--- config.mk ---
export PLATFORM = sky130hd
export DESIGN_NAME = bp_me_bedrock_to_axi_dram
export DESIGN_NICKNAME = d
export VERILOG_FILES = /design/src/rtl/bp_me_bedrock_to_axi_dram.sv
export SDC_FILE = /design/constraint.sdc
export NUM_CORES = 1
export LEC_CHECK = 0
export BUFFER_PORTS_ARGS = -buffer_cell sky130_fd_sc_hd__buf_2
export CAP_MARGIN = 20
export CORE_AREA = 2 2 191 193
export DETAILED_ROUTE_END_ITERATION = 6
export DIE_AREA = 0 0 193 195
export GPL_TIMING_DRIVEN = 1
export PLACE_DENSITY = 0.48
export SLEW_MARGIN = 20
export SYNTH_ARGS = -nofsm -noshare
export SYNTH_HDL_FRONTEND = slang
export SYNTH_SLANG_ARGS = --single-unit
--- constraint.sdc ---
create_clock -name clk_i -period 3 [get_ports clk_i]
set_input_delay 0.3 -clock clk_i [delete_from_list [all_inputs] [get_ports clk_i]]
set_output_delay 0.3 -clock clk_i [all_outputs]
set_load 0.005 [all_outputs]
--- src/rtl/bp_me_bedrock_to_axi_dram.sv ---
// BedRock memory stream to AXI4 master bridge onto the Zynq PS DRAM window.
// One transaction in flight; read data flows from R straight to the reverse stream.
module bp_me_bedrock_to_axi_dram
  #(parameter int paddr_width_p = 34,
    parameter int axi_addr_width_p = 32,
    parameter int data_width_p = 64,
    parameter int payload_width_p = 16,
    parameter logic [paddr_width_p-1:0] dram_base_addr_p = 34'h0_8000_0000)
  (input  logic                          clk_i,
   input  logic                          reset_i,
   input  logic [3:0]                    mem_fwd_msg_type_i,
   input  logic [paddr_width_p-1:0]      mem_fwd_addr_i,
   input  logic [2:0]                    mem_fwd_size_i,
   input  logic [payload_width_p-1:0]    mem_fwd_payload_i,
   input  logic [data_width_p-1:0]       mem_fwd_data_i,
   input  logic                          mem_fwd_v_i,
   input  logic                          mem_fwd_last_i,
   output logic                          mem_fwd_ready_and_o,
   output logic [3:0]                    mem_rev_msg_type_o,
   output logic [paddr_width_p-1:0]      mem_rev_addr_o,
   output logic [2:0]                    mem_rev_size_o,
   output logic [payload_width_p-1:0]    mem_rev_payload_o,
   output logic [data_width_p-1:0]       mem_rev_data_o,
   output logic                          mem_rev_v_o,
   output logic                          mem_rev_last_o,
   input  logic                          mem_rev_ready_and_i,
   output logic [axi_addr_width_p-1:0]   m_axi_awaddr,
   output logic [7:0]                    m_axi_awlen,
   output logic [2:0]                    m_axi_awsize,
   output logic [1:0]                    m_axi_awburst,
   output logic                          m_axi_awvalid,
   input  logic                          m_axi_awready,
   output logic [data_width_p-1:0]       m_axi_wdata,
   output logic [data_width_p/8-1:0]     m_axi_wstrb,
   output logic                          m_axi_wlast,
   output logic                          m_axi_wvalid,
   input  logic                          m_axi_wready,
   input  logic [1:0]                    m_axi_bresp,
   input  logic                          m_axi_bvalid,
   output logic                          m_axi_bready,
   output logic [axi_addr_width_p-1:0]   m_axi_araddr,
   output logic [7:0]                    m_axi_arlen,
   output logic [2:0]                    m_axi_arsize,
   output logic [1:0]                    m_axi_arburst,
   output logic                          m_axi_arvalid,
   input  logic                          m_axi_arready,
   input  logic [data_width_p-1:0]       m_axi_rdata,
   input  logic [1:0]                    m_axi_rresp,
   input  logic                          m_axi_rlast,
   input  logic                          m_axi_rvalid,
   output logic                          m_axi_rready,
   output logic                          error_o);

  localparam logic [2:0] e_ready   = 3'd0;
  localparam logic [2:0] e_rd_addr = 3'd1;
  localparam logic [2:0] e_rd_data = 3'd2;
  localparam logic [2:0] e_wr      = 3'd3;
  localparam logic [2:0] e_wr_resp = 3'd4;
  localparam logic [2:0] e_resp    = 3'd5;

  logic [2:0] state_r, state_n;
  logic [3:0] msg_type_r;
  logic [paddr_width_p-1:0] addr_r;
  logic [2:0] size_r;
  logic [payload_width_p-1:0] payload_r;
  logic unmapped_r, aw_done_r, w_done_r, drained_r, error_r;
  logic [7:0] beat_cnt_r;

  // The mapped window test is done on the live header, before it is latched.
  logic [paddr_width_p:0] fwd_offset;
  logic fwd_mapped, fwd_is_wr;
  assign fwd_offset = {1'b0, mem_fwd_addr_i} - {1'b0, dram_base_addr_p};
  assign fwd_mapped = (fwd_offset >> axi_addr_width_p) == '0;
  assign fwd_is_wr  = (mem_fwd_msg_type_i == 4'd1) || (mem_fwd_msg_type_i == 4'd3);

  logic [axi_addr_width_p-1:0] axi_base, ax_addr;
  logic [7:0] ax_len;
  logic [2:0] ax_size, byte_off;
  logic big;
  assign axi_base = addr_r[axi_addr_width_p-1:0] - dram_base_addr_p[axi_addr_width_p-1:0];
  assign ax_addr  = axi_base & ({axi_addr_width_p{1'b1}} << size_r);
  assign big      = size_r >= 3'd3;
  assign ax_len   = big ? ((8'd1 << (size_r - 3'd3)) - 8'd1) : 8'd0;
  assign ax_size  = big ? 3'd3 : size_r;
  assign byte_off = ax_addr[2:0];

  logic aw_hs, w_hs, r_hs, b_hs, drain_hs, beat_is_last;
  assign beat_is_last = beat_cnt_r == ax_len;
  assign aw_hs    = (state_r == e_wr) & ~aw_done_r & m_axi_awready;
  assign w_hs     = (state_r == e_wr) & ~w_done_r & mem_fwd_v_i & m_axi_wready;
  assign r_hs     = (state_r == e_rd_data) & m_axi_rvalid & mem_rev_ready_and_i;
  assign b_hs     = (state_r == e_wr_resp) & m_axi_bvalid;
  assign drain_hs = (state_r == e_resp) & unmapped_r & ~drained_r & mem_fwd_v_i & mem_fwd_last_i;

  // Narrow reads replicate the addressed field across the whole beat.
  logic [data_width_p-1:0] rd_repl;
  logic [7:0] strb_base;
  always_comb begin
    rd_repl   = m_axi_rdata;
    strb_base = 8'hFF;
    case (size_r)
      3'd0: begin rd_repl = {8{m_axi_rdata[{byte_off, 3'b000} +: 8]}};          strb_base = 8'h01; end
      3'd1: begin rd_repl = {4{m_axi_rdata[{byte_off[2:1], 4'b0000} +: 16]}};   strb_base = 8'h03; end
      3'd2: begin rd_repl = {2{m_axi_rdata[{byte_off[2], 5'b00000} +: 32]}};    strb_base = 8'h0F; end
      default: begin rd_repl = m_axi_rdata; strb_base = 8'hFF; end
    endcase
  end

  // Next state and per-state handshake outputs.
  always_comb begin
    state_n             = state_r;
    mem_fwd_ready_and_o = 1'b0;
    mem_rev_v_o         = 1'b0;
    mem_rev_last_o      = 1'b0;
    mem_rev_data_o      = '0;
    m_axi_arvalid       = 1'b0;
    m_axi_awvalid       = 1'b0;
    m_axi_wvalid        = 1'b0;
    m_axi_bready        = 1'b0;
    m_axi_rready        = 1'b0;
    case (state_r)
      e_ready: begin
        if (!mem_fwd_v_i) state_n = e_ready;
        else if (!fwd_mapped) state_n = e_resp;
        else if (fwd_is_wr) state_n = e_wr;
        else state_n = e_rd_addr;
      end
      e_rd_addr: begin
        m_axi_arvalid = 1'b1;
        if (m_axi_arready) begin
          mem_fwd_ready_and_o = 1'b1;
          state_n = e_rd_data;
        end else begin
          state_n = e_rd_addr;
        end
      end
      e_rd_data: begin
        mem_rev_v_o    = m_axi_rvalid;
        m_axi_rready   = mem_rev_ready_and_i;
        mem_rev_last_o = m_axi_rlast;
        mem_rev_data_o = rd_repl;
        if (r_hs && m_axi_rlast) state_n = e_ready;
        else state_n = e_rd_data;
      end
      e_wr: begin
        m_axi_awvalid       = ~aw_done_r;
        m_axi_wvalid        = mem_fwd_v_i & ~w_done_r;
        mem_fwd_ready_and_o = m_axi_wready & ~w_done_r;
        if ((aw_done_r || aw_hs) && (w_done_r || (w_hs && beat_is_last))) state_n = e_wr_resp;
        else state_n = e_wr;
      end
      e_wr_resp: begin
        m_axi_bready = 1'b1;
        if (m_axi_bvalid) state_n = e_resp;
        else state_n = e_wr_resp;
      end
      e_resp: begin
        if (unmapped_r && !drained_r) begin
          mem_fwd_ready_and_o = 1'b1;
          state_n = e_resp;
        end else begin
          mem_rev_v_o    = 1'b1;
          mem_rev_last_o = 1'b1;
          if (mem_rev_ready_and_i) state_n = e_ready;
          else state_n = e_resp;
        end
      end
      default: state_n = e_ready;
    endcase
  end

  // State, latched header, progress flags and the sticky error.
  always_ff @(posedge clk_i) begin
    if (reset_i) begin
      state_r    <= e_ready;
      msg_type_r <= 4'd0;
      addr_r     <= '0;
      size_r     <= 3'd0;
      payload_r  <= '0;
      unmapped_r <= 1'b0;
      aw_done_r  <= 1'b0;
      w_done_r   <= 1'b0;
      drained_r  <= 1'b0;
      beat_cnt_r <= 8'd0;
      error_r    <= 1'b0;
    end else begin
      state_r <= state_n;
      if (state_r == e_ready && mem_fwd_v_i) begin
        msg_type_r <= mem_fwd_msg_type_i;
        addr_r     <= mem_fwd_addr_i;
        size_r     <= mem_fwd_size_i;
        payload_r  <= mem_fwd_payload_i;
        unmapped_r <= ~fwd_mapped;
      end
      aw_done_r  <= (state_n == e_wr) && (aw_done_r || aw_hs);
      w_done_r   <= (state_n == e_wr) && (w_done_r || (w_hs && beat_is_last));
      beat_cnt_r <= (state_n == e_wr) ? beat_cnt_r + {7'd0, w_hs} : 8'd0;
      drained_r  <= (state_n == e_resp) && (drained_r || drain_hs);
      error_r    <= error_r | (r_hs & (m_axi_rresp != 2'd0)) | (b_hs & (m_axi_bresp != 2'd0))
                  | ((state_r == e_ready) & mem_fwd_v_i & ~fwd_mapped);
    end
  end

  assign mem_rev_msg_type_o = msg_type_r;
  assign mem_rev_addr_o     = addr_r;
  assign mem_rev_size_o     = size_r;
  assign mem_rev_payload_o  = payload_r;
  assign m_axi_awaddr  = ax_addr;
  assign m_axi_awlen   = ax_len;
  assign m_axi_awsize  = ax_size;
  assign m_axi_awburst = 2'b01;
  assign m_axi_araddr  = ax_addr;
  assign m_axi_arlen   = ax_len;
  assign m_axi_arsize  = ax_size;
  assign m_axi_arburst = 2'b01;
  assign m_axi_wdata   = mem_fwd_data_i;
  assign m_axi_wstrb   = big ? 8'hFF : (strb_base << byte_off);
  assign m_axi_wlast   = beat_is_last;
  assign error_o       = error_r;

endmodule

* After elaboration in Yosys (flattened, before gate mapping) *
Index checks and enable logic that the tools add are counted.

storage, ports and cells
  flip-flop bits (word level) = 73
  bits in latches = 0
  memory bits (writable) = 0
  memory bits (read-only) = 0
  input bits = 200
  output and inout bits = 293
  logic and storage cells = 108
  memories kept = 0

cells by class
  add/sub/neg operators = 5
  multiply operators = 0
  divide/modulo/power cells = 0
  order comparisons = 1
  equal/unequal tests = 12
  shift-type cells = 6
  muxes and demuxes = 27
  bitwise logic cells = 27
  reduce and logical (&&, ||, !) cells = 19

operators with widths
  kind                                                  count
  case mux 64 bit (3 select lines)                      1
  two-way mux 64 bit                                    1
  indexed part select 64 x 7 -> 16 bit                  1
  indexed part select 64 x 7 -> 32 bit                  1
  indexed part select 64 x 7 -> 8 bit                   1
  zero test 35 bit                                      1
  subtractor 34 x 32 -> 35 bit (second input constant)  1
  AND 32 bit                                            1
  << shifter 32 x 3 -> 32 bit (first input constant)    1
  subtractor 32 bit (second input constant)             1
  case mux 8 bit (3 select lines)                       1
  AND 1 bit                                             18
  two-way mux 3 bit                                     6
  case mux 3 bit (6 select lines)                       1
  two-way mux 8 bit                                     2
  == test 3 x 2 -> 1 bit (second input constant)        4
  == test 3 bit (second input constant)                 3
  two-way mux 1 bit                                     9
  adder 8 x 1 -> 8 bit                                  1
  == test 8 bit                                         1
  logical AND 1 bit                                     8
  << shifter 1 x 3 -> 8 bit (first input constant)      1
  << shifter 8 x 3 -> 8 bit                             1
  subtractor 8 x 1 -> 8 bit (second input constant)     1
  15 further kinds                                      30

* Longest topological paths before layout *
Gate-level depths: netlist of the first run.

  word-level depth = 13
  depth in mapped cells = 14
  depth with buffers taken out = 12

* Worst setup path after synthesis of the first run *
No wires, ideal clock.

  path kind = reg2reg
  start = register size_r[2] (netlist: mem_rev_size_o[2])
  end = register beat_cnt_r[2]
  library setup time = 0.138 ns
  arrival time = 3.206 ns
  required time = 2.862 ns
  path slack = -0.344 ns
  cell stages (with the launch flop) = 14
  path buffers = 3
  clock period less this slack = 3.344 ns
  cells stage by stage = dfxtp_1 > buf_2 > clkbuf_1 > inv_1 > ha_1 > clkbuf_1 > or3_1 > ha_1 > o21ai_1 > a21oi_1 > or3_1 > and2_1 > nor4_4 > nor3_1

on the way
  longest elaborated chain between the ends = 13
  elaborated cells between the ends (all ways) = 14
  those cells by class = add/sub (2); order compare (1); eq/ne (2); shift (1); mux (3); bitwise (1); reduce/logical (4)

ends and longest elaborated chain
  item                                 line  source
  start: declaration                   64    logic [2:0] size_r;
  start signal: assignment             191   size_r <= mem_fwd_size_i;
  subtractor 3 x 2 -> 3 bit            83    assign ax_len = big ? ((8'd1 << (size_r - 3'd3)) - 8'd1) : 8'd0;
  << shifter 1 x 3 -> 8 bit            83
  subtractor 8 x 1 -> 8 bit            83
  two-way mux 8 bit (*)                83
  == test 8 bit (*)                    88    assign beat_is_last = beat_cnt_r == ax_len;
  logical AND 1 bit (*)                149   if ((aw_done_r || aw_hs) && (w_done_r || (w_hs && beat_is_last))) state_n = e_wr_resp;
  logical OR 1 bit (*)                 149
  logical AND 1 bit (*)                149
  two-way mux 3 bit (*)                149
  case mux 3 bit (6 select lines) (*)  121   case (state_r)
  == test 3 x 2 -> 1 bit (*)           197   beat_cnt_r <= (state_n == e_wr) ? beat_cnt_r + {7'd0, w_hs} : 8'd0;
  NOT 1 bit (no line) (*)              n/a
  OR reduction 2 bit (no line) (*)     n/a
  end signal: assignment               197
  end: declaration                     67    logic [7:0] beat_cnt_r;

Mark *: on every way between the ends. The rest lies on a longest branch, timed or not.
A chain may end at the register's enable or synchronous reset.

* Worst setup path after layout of the first run *
  start = register size_r[0] (netlist: mem_rev_size_o[0])
  end = output port mem_rev_data_o[18]

on the way
  longest elaborated chain between the ends = 5
  elaborated cells between the ends (all ways) = 10
  those cells by class = eq/ne (2); shift (4); mux (2); bitwise (1); reduce/logical (1)

ends and longest elaborated chain
  item                                                                line  source
  << shifter 32 x 3 -> 32 bit                                         81    assign ax_addr = axi_base & ({axi_addr_width_p{1'b1}} << size_r);
  AND 32 bit                                                          81
  indexed part select 64 x 7 -> 32 bit, or another cell as far along  104   3'd2: begin rd_repl = {2{m_axi_rdata[{byte_off[2], 5'b00000} +: 32]}}; strb_base = 8'h0F; end
  case mux 64 bit (3 select lines) (*)                                101   case (size_r)
  two-way mux 64 bit (*)                                              121
  end: declaration                                                    23    output logic [data_width_p-1:0] mem_rev_data_o,

Marked as above.

==> parameters.txt, run 1 <==
Parameter                              Value

Run
  Number of max-cap violations ... 0

Clock network
  Clock Sink Count ... 73
  Count of H-tree levels built during CTS ... 3
  Longest Clk Path Bufs ... 2
  Clock slew at reported path FFs ... 60 ps
  Clock root buffer ... clkbuf_16
  CTS tree ... done
  Number of CTS-inserted buffers ... 9
  Clock latency on the worst-skew pair ... 330 ps

Layout
  Fraction of final layout cells sized beyond drive strength 1 ... 0.429
  Area growth from synthesis to final layout ... 32.5%
  Final net count ... 1384
  Share of the core filled with cells ... 0.254
  Count of fill cells added during filler insertion ... 3979
  Combined flip-flop and latch cell area ... 1470 µm²
  Area of combinational cells with multiple inputs ... 4220 µm²

Setup path
  Sort of element at the end of the critical path ... output port
  Crit Reg-Reg Startpoint ... mem_rev_size_o[2]
  Slack of the worst reg-to-reg path ... 310 ps
  Worst r2r path cells ... 11
  Worst path top cell family by delay ... simple AND/OR/NAND/NOR gates
  Biggest cell delay along the critical path ... 570 ps
  Worst flop-to-flop path endpoint ... state_r[1]
  Crit path DAT ... 2750 ps
  Launching element type of the critical path ... flop
  Critical path fanouts, max ... 14
  Critical Path Most Common Cell ... buf_12
  Type of the worst setup path ... reg2out
  Worst setup startpoint ... mem_rev_size_o[0]
  Critical Path End ... mem_rev_data_o[18]
  Crit path required time ... 2700 ps
  Sum of buffers and inverters on the critical path ... 3
  Cell chain of the critical path ... buf_12, or4b_4, buf_12, and3_1, o32a_1, a222oi_1, nor2_1, buf_2
  Slowest stage cell on the critical path ... or4b_4
  Logic depth of the worst path, buffers included ... 8

Timing
  Relative slew slack ... 0.507
  FMAX ... 328 MHz
  Min Clock Period, post-route ... 3050 ps
  Setup repair after global routing missed its margin ... true
  Total of endpoints with negative setup slack in the final report ... 5
  Measured slew at the worst slew-check pin ... 739 ps
  Final Slew Violations ... 0
  Hold Violations, Final ... 0
  Final worst path period share ... 1.02
  Hold slack ... 198 ps
  Slack of the critical path ... -47.0 ps
  Aggregate negative setup slack ... -163 ps
  Maximum clock skew at final layout ... 5.02 ps

Hold path
  Hold crit path type ... in2reg

Global route
  Routing usage on met2 ... 0.277
  Routing usage on met3 ... 0.0419
  M1 GR Usage ... 0.170
  Via count of the first global-routing pass ... 7473
  Global-route wire length before repair ... 44.7 mm
  Overall overflow remaining after global route ... 0
  Global router's overall resource usage ... 0.155
  Largest net degree at the start of global routing ... 60
  Global routing's busiest layer ... met2
  Antenna violations before repair ... 6

Route
  DRC Markers ... 0
  Detailed Routing Iterations Pass 1 ... 4
  Antenna-violating nets left ... 0
  Number of design-rule violations left by the first detailed-router iteration ... 261
  Post-Route WL ... 30.8 mm
  Post-DR wirelength/cell ... 18.7 µm
  Drt via density ... 4.69
  Total vias in the final route ... 7728

Die
  Placeable Area ... 35400 µm²
  Chip width ... 193 µm
  DIE HEIGHT ... 195 µm
  Effective utilization at floorplan ... 0.192
  Site Rows ... 69
  Floorplan die area ... 37600 µm²
  I/O Pins ... 493

Placement
  Final weighted congestion in routability-driven placement ... 0.857
  DP HPWL ... 23.5 mm
  Count of input and output buffers ... 356

Outcome
  Run status ... finished, violations left
  Violated checks ... setup timing

Logic synthesis
  Area of the mapped netlist ... 6780 µm²
  Synthesized netlist cell count ... 958
  Most frequently used flop master after synthesis ... dfxtp_1
  Number of flops mapped to enable cells by yosys ... 0
  Share of synthesized flip-flops with an asynchronous set or reset ... 0
  Sequential element share of the synthesized area ... 0.215
  Synthesis warning total ... 0
  Count of distinct cell types in the synthesized netlist ... 71
  FF+latch count, synth ... 73
  Avg Synthesized Cell Area ... 7.08 µm²

Pwr
  Leakage power ... 4.22 nW
  Cell Pwr Density ... 546 nW/µm²
  Maximum ir drop on the vdd rail ... 0.276 mV
[final cells by class]
type	count	area share
well taps	461	0.0642
inverters	17	0.00933
multi-input cells	667	0.470
flip-flops and latches	73	0.163
clock inverters	5	0.00905
clock buffers	10	0.0255
repair buffers	411	0.258
diodes	3	0.000835
[registers in the layout, summed over array words and instances (netlist names)]
| name | cells |
|---|---|
| aw_done_r | 1 |
| beat_cnt_r | 8 |
| drained_r | 1 |
| error_o | 1 |
| mem_rev_addr_o | 34 |
| mem_rev_msg_type_o | 4 |
| mem_rev_payload_o | 16 |
| mem_rev_size_o | 3 |
| state_r | 3 |
| unmapped_r | 1 |
| w_done_r | 1 |
[worst min-delay path by stage]
stage | start | to | slack [ps] | depth (start not counted)
2_1_floorplan | mem_fwd_size_i[2] | mem_rev_size_o[2] | 430 | 2
3_3_place_gp | mem_rev_payload_o[11] | mem_rev_payload_o[11] | 440 | 2
3_5_place_dp | mem_rev_payload_o[4] | mem_rev_payload_o[4] | 450 | 2
4_1_cts | mem_fwd_payload_i[10] | mem_rev_payload_o[10] | 170 | 3
5_1_grt | mem_fwd_payload_i[10] | mem_rev_payload_o[10] | 180 | 3
6_report | mem_fwd_addr_i[10] | mem_rev_addr_o[10] | 200 | 3
[placed cells by master, fill, tap and decap left out, types with 5 or more instances in the layout]
cell type,synthesis,routed
buf_2,11,355
or3_1,7,5
mux2_2,8,8
buf_12,0,5
o31ai_1,6,6
nand2b_1,6,5
mux4_2,8,8
a21oi_1,99,90
buf_6,1,5
a211oi_2,1,8
a31oi_1,16,15
o21ai_1,6,5
a21o_1,6,6
nor2_1,72,70
clkbuf_16,0,9
o211ai_1,14,14
nand3_1,24,22
conb_1,2,8
nor2b_1,7,7
and3b_1,5,5
o21a_1,25,25
a211oi_1,12,5
mux2i_1,18,18
nand2_1,160,157
inv_1,14,12
nor3_1,14,10
a21oi_2,0,9
o21ai_0,47,47
and3_1,6,5
buf_4,142,43
dfxtp_1,73,70
xnor2_1,5,5
o211a_1,6,6
[Yosys cell counts, types with 11 or more instances]
cell | instances | area share
a21oi_1 | 99 | 0.073
a31oi_1 | 16 | 0.015
nand3_1 | 24 | 0.018
mux2i_1 | 18 | 0.027
inv_1 | 14 | 0.0077
o21a_1 | 25 | 0.028
o21ai_0 | 47 | 0.035
clkbuf_1 | 45 | 0.025
buf_2 | 11 | 0.0081
nor2_1 | 72 | 0.040
nand2_1 | 160 | 0.089
a211oi_1 | 12 | 0.013
dfxtp_1 | 73 | 0.22
o211ai_1 | 14 | 0.015
buf_4 | 142 | 0.16
nor3_1 | 14 | 0.010
[stage by stage]
step / worst slack, ps / std cells / instance area [µm²] / power, mW
floorplan: 7.18 / 964 / 6820 / 2.74
global placement: 73.1 / 1615 / 8190 / 3.55
detailed placement: 37.2 / 1615 / 8190 / 3.56
CTS: -84.0 / 1638 / 8740 / 4.87
global route: -152 / 1644 / 8980 / 5.26
finish: -47.0 / 1647 / 8990 / 4.91
[logic make-up after synthesis]
kind of cell,synth area share
AO/OA/AOI/OAI,0.270
XOR/XNOR,0.0116
adder cells (fa/ha/maj),0.00922
buffers and inverters,0.206
flip-flops,0.215
multiplexers,0.0664
other,0.00111
AND/OR/NAND/NOR,0.221
[per-layer routing]
| layer | vias up | part of all wire |
|---|---|---|
| met2 | 376 | 0.49 |
| met1 | 3580 | 0.37 |
| met5 | - | 0.0011 |
| met4 | 6 | 0.042 |
| met3 | 85 | 0.093 |
| li1 | 3681 | - |
[report_power, final]
| part | internal (mW) | switching [mW] |
|---|---|---|
| Sequential | 1.09 | 0.113 |
| Clock | 0.724 | 0.433 |
| Combinational | 1.06 | 1.48 |
[what timing repair did]
item	CTS	global route
resized for setup	36	40
cloned	1	0
pin swaps	14	25
buffers inserted	7	7
hold buffers	0	0
endpoints found under the setup margin	61	59
[worst reg2reg max path: stages, from the launching register on]
cell      delay (ps)
dfxtp_2          400
inv_1            100
ha_4             250
or3_4            350
ha_4             250
xnor2_1          140
nor4b_1          320
nor3_2           150
a211oi_2         280
buf_4            160
nand3b_1         110
nand3_1           80
Power figures use the tool's default switching activity.
==> inputs of run 2 (changes only) <==
--- a/config.mk
+++ b/config.mk
@@ -5,13 +5,13 @@
 export SDC_FILE = /design/constraint.sdc
 export NUM_CORES = 1
 export LEC_CHECK = 0
-export BUFFER_PORTS_ARGS = -buffer_cell sky130_fd_sc_hd__buf_2
 export CAP_MARGIN = 20
 export CORE_AREA = 2 2 191 193
 export DETAILED_ROUTE_END_ITERATION = 6
 export DIE_AREA = 0 0 193 195
+export DONT_BUFFER_PORTS = 1
 export GPL_TIMING_DRIVEN = 1
-export PLACE_DENSITY = 0.48
+export PLACE_DENSITY = 0.36
 export SLEW_MARGIN = 20
 export SYNTH_ARGS = -nofsm -noshare
 export SYNTH_HDL_FRONTEND = slang
==> run 2 against run 1 <==
Net effect: the flow now finishes without violations; sequential cell count unchanged; hold slack worse by 170 ps; core utilization down 5.4 points; clock skew up 3.8 ps; clock power down 18%; worst setup slack better by 53 ps; sequential power up 4%; via count down 17%; largest cell class unchanged; largest power group unchanged.
==> parameters.txt, run 2 (synthesized netlist as in run 1, its figures left out) <==
Parameter                              Value

Placement
  Inst Count DP ... 1283
  Count of input and output buffers ... 0
  Post-Place Worst Slack ... 190 ps
  Final weighted congestion in routability-driven placement ... 0.812
  DP HPWL ... 21.8 mm

Clock network
  Clock root buffer ... clkbuf_16
  Number of CTS-inserted buffers ... 9
  Clock slew at reported path FFs ... 60 ps
  Longest Clk Path Bufs ... 2
  Count of hold-fix buffers inserted at cts ... 0
  Clock latency on the worst-skew pair ... 340 ps
  Count of H-tree levels built during CTS ... 3
  CTS tree ... done
  Clock Sink Count ... 73

Route
  Detailed Routing Iterations Pass 1 ... 5
  DRC Markers ... 0
  Post-DR wirelength/cell ... 21.5 µm
  Post-Route WL ... 28.0 mm
  Drt via density ... 4.93
  Number of design-rule violations left by the first detailed-router iteration ... 334
  Total vias in the final route ... 6423
  Antenna-violating nets left ... 0

Pwr
  Cell Int Power ... 2.41 mW
  Cell Pwr Density ... 597 nW/µm²
  Combinational share of power ... 0.473
  Net switching component of the power ... 1.80 mW
  Share of total power in sequential cells ... 0.300
  Net switching share of the total power ... 0.427
  Post-layout power ... 4.21 mW
  Leakage power ... 2.52 nW
  Clk network pwr share ... 0.226
  Maximum ir drop on the vdd rail ... 0.265 mV

Global route
  Antenna violations before repair ... 4
  Largest net degree at the start of global routing ... 63
  Global router's overall resource usage ... 0.141
  Via count of the first global-routing pass ... 6412
  Global-route wire length before repair ... 40.4 mm
  Overall overflow remaining after global route ... 0

Layout
  Commonest cells after routing, fill and taps aside ... nand2_1, a21oi_1, nor2_1, dfxtp_1, buf_4
  Combined flip-flop and latch cell area ... 1470 µm²
  Final net count ... 1043
  Number of flip-flops under the largest register name ... 34
  Post-route insts no fill ... 1303
  Area growth from synthesis to final layout ... 4.10%
  Count of fill cells added during filler insertion ... 4020
  Commonest non-fill, non-tap cell in the layout ... nand2_1
  Fraction of final layout cells sized beyond drive strength 1 ... 0.174
  Area of combinational cells with multiple inputs ... 4110 µm²

Timing
  Setup repair after global routing missed its margin ... true
  Final worst path period share ... 0.998
  Maximum clock skew at final layout ... 8.83 ps
  Final Slew Violations ... 0
  Relative slew slack ... 0.490
  Min Clock Period, post-route ... 2990 ps
  Aggregate negative setup slack ... 0 ps
  Hold slack ... 28.4 ps
  Measured slew at the worst slew-check pin ... 763 ps
  Hold Violations, Final ... 0
  FMAX ... 334 MHz
  Total of endpoints with negative setup slack in the final report ... 0
  Slack of the critical path ... 5.70 ps

Setup path
  Type of the worst setup path ... reg2out
  Cell chain of the critical path ... buf_6, or4b_4, buf_8, and3_1, o32a_1, a222oi_1, buf_4, nor2_1
  Biggest cell delay along the critical path ... 560 ps
  Slowest stage cell on the critical path ... or4b_4
  Launching element type of the critical path ... flop
  Critical path fanouts, max ... 22
  Sort of element at the end of the critical path ... output port
  Crit path required time ... 2700 ps
  Crit path DAT ... 2690 ps

Run
  Number of max-cap violations ... 0

Die
  Floorplan die area ... 37600 µm²
  Placeable Area ... 35400 µm²
  DIE HEIGHT ... 195 µm
  Site Rows ... 69
  Effective utilization at floorplan ... 0.192
  I/O Pins ... 493
  Chip width ... 193 µm

Outcome
  Run status ... completed

Hold path
  Hold crit path type ... in2reg
[run 2: final cells by class]
cell class	instances	share of cell area
Multi-Input combinational cell	667	0.582
Sequential cell	73	0.208
Inverter	17	0.0106
Clock buffer	10	0.0324
Clock inverter	3	0.00301
Antenna cell	2	0.000709
Timing Repair Buffer	70	0.0817
Tap cell	461	0.0817
[run 2: worst paths after layout]
check                                       start            endpoint  slack (ps)  depth (start not counted)
worst max-delay path            mem_rev_size_o[1]  mem_rev_data_o[50]           6                          8
worst min-delay path                      reset_i   mem_rev_addr_o[7]          30                          1
worst max register to register  mem_rev_size_o[0]          state_r[1]         350                         13
worst min register to register         unmapped_r          unmapped_r         470                          2
[run 2: per-stage QoR]
| step | util | area (µm²) |
|---|---|---|
| 3_5_place_dp | 0.186 | 6590 |
| 3_3_place_gp | 0.186 | 6590 |
| 4_1_cts | 0.197 | 6960 |
| 2_1_floorplan | - | 6820 |
| 6_report | 0.199 | 7060 |
| 5_1_grt | 0.199 | 7060 |
[run 2: power by group through the flow]
| stage | Sequential [mW] | Clock (mW) | Combinational, mW |
|---|---|---|---|
| after floorplan | 1.20 | 0 | 1.54 |
| after global placement | 1.29 | 0 | 1.91 |
| after detailed placement | 1.29 | 0 | 1.91 |
| after CTS | 1.27 | 0.996 | 1.98 |
| after global routing | 1.29 | 1.03 | 2.20 |
| final | 1.26 | 0.954 | 1.99 |
[run 2: routing by layer]
layer	vias to the layer above	part of all wire	track usage
li1	2986	-	-
met1	3071	0.40	0.166
met2	316	0.49	0.245
met3	46	0.094	0.0433
met4	4	0.018	0.0432
met5	-	0.00082	0
[run 2: repair_timing]
| item | in CTS | in global routing |
|---|---|---|
| pin swaps | 8 | 11 |
| setup endpoints to repair | 50 | 42 |
| cloned | 0 | 0 |
| setup buffers | 3 | 2 |
| gates resized for setup | 23 | 16 |
[run 2: critical path: cells and delay by family, from the launching register on]
| family | cells | cell delay (ps) |
|---|---|---|
| DFF | 1 | 320 |
| buffers and inverters | 3 | 530 |
| and+or+nand+nor | 3 | 780 |
| AOI/OAI and AO/OA | 2 | 720 |
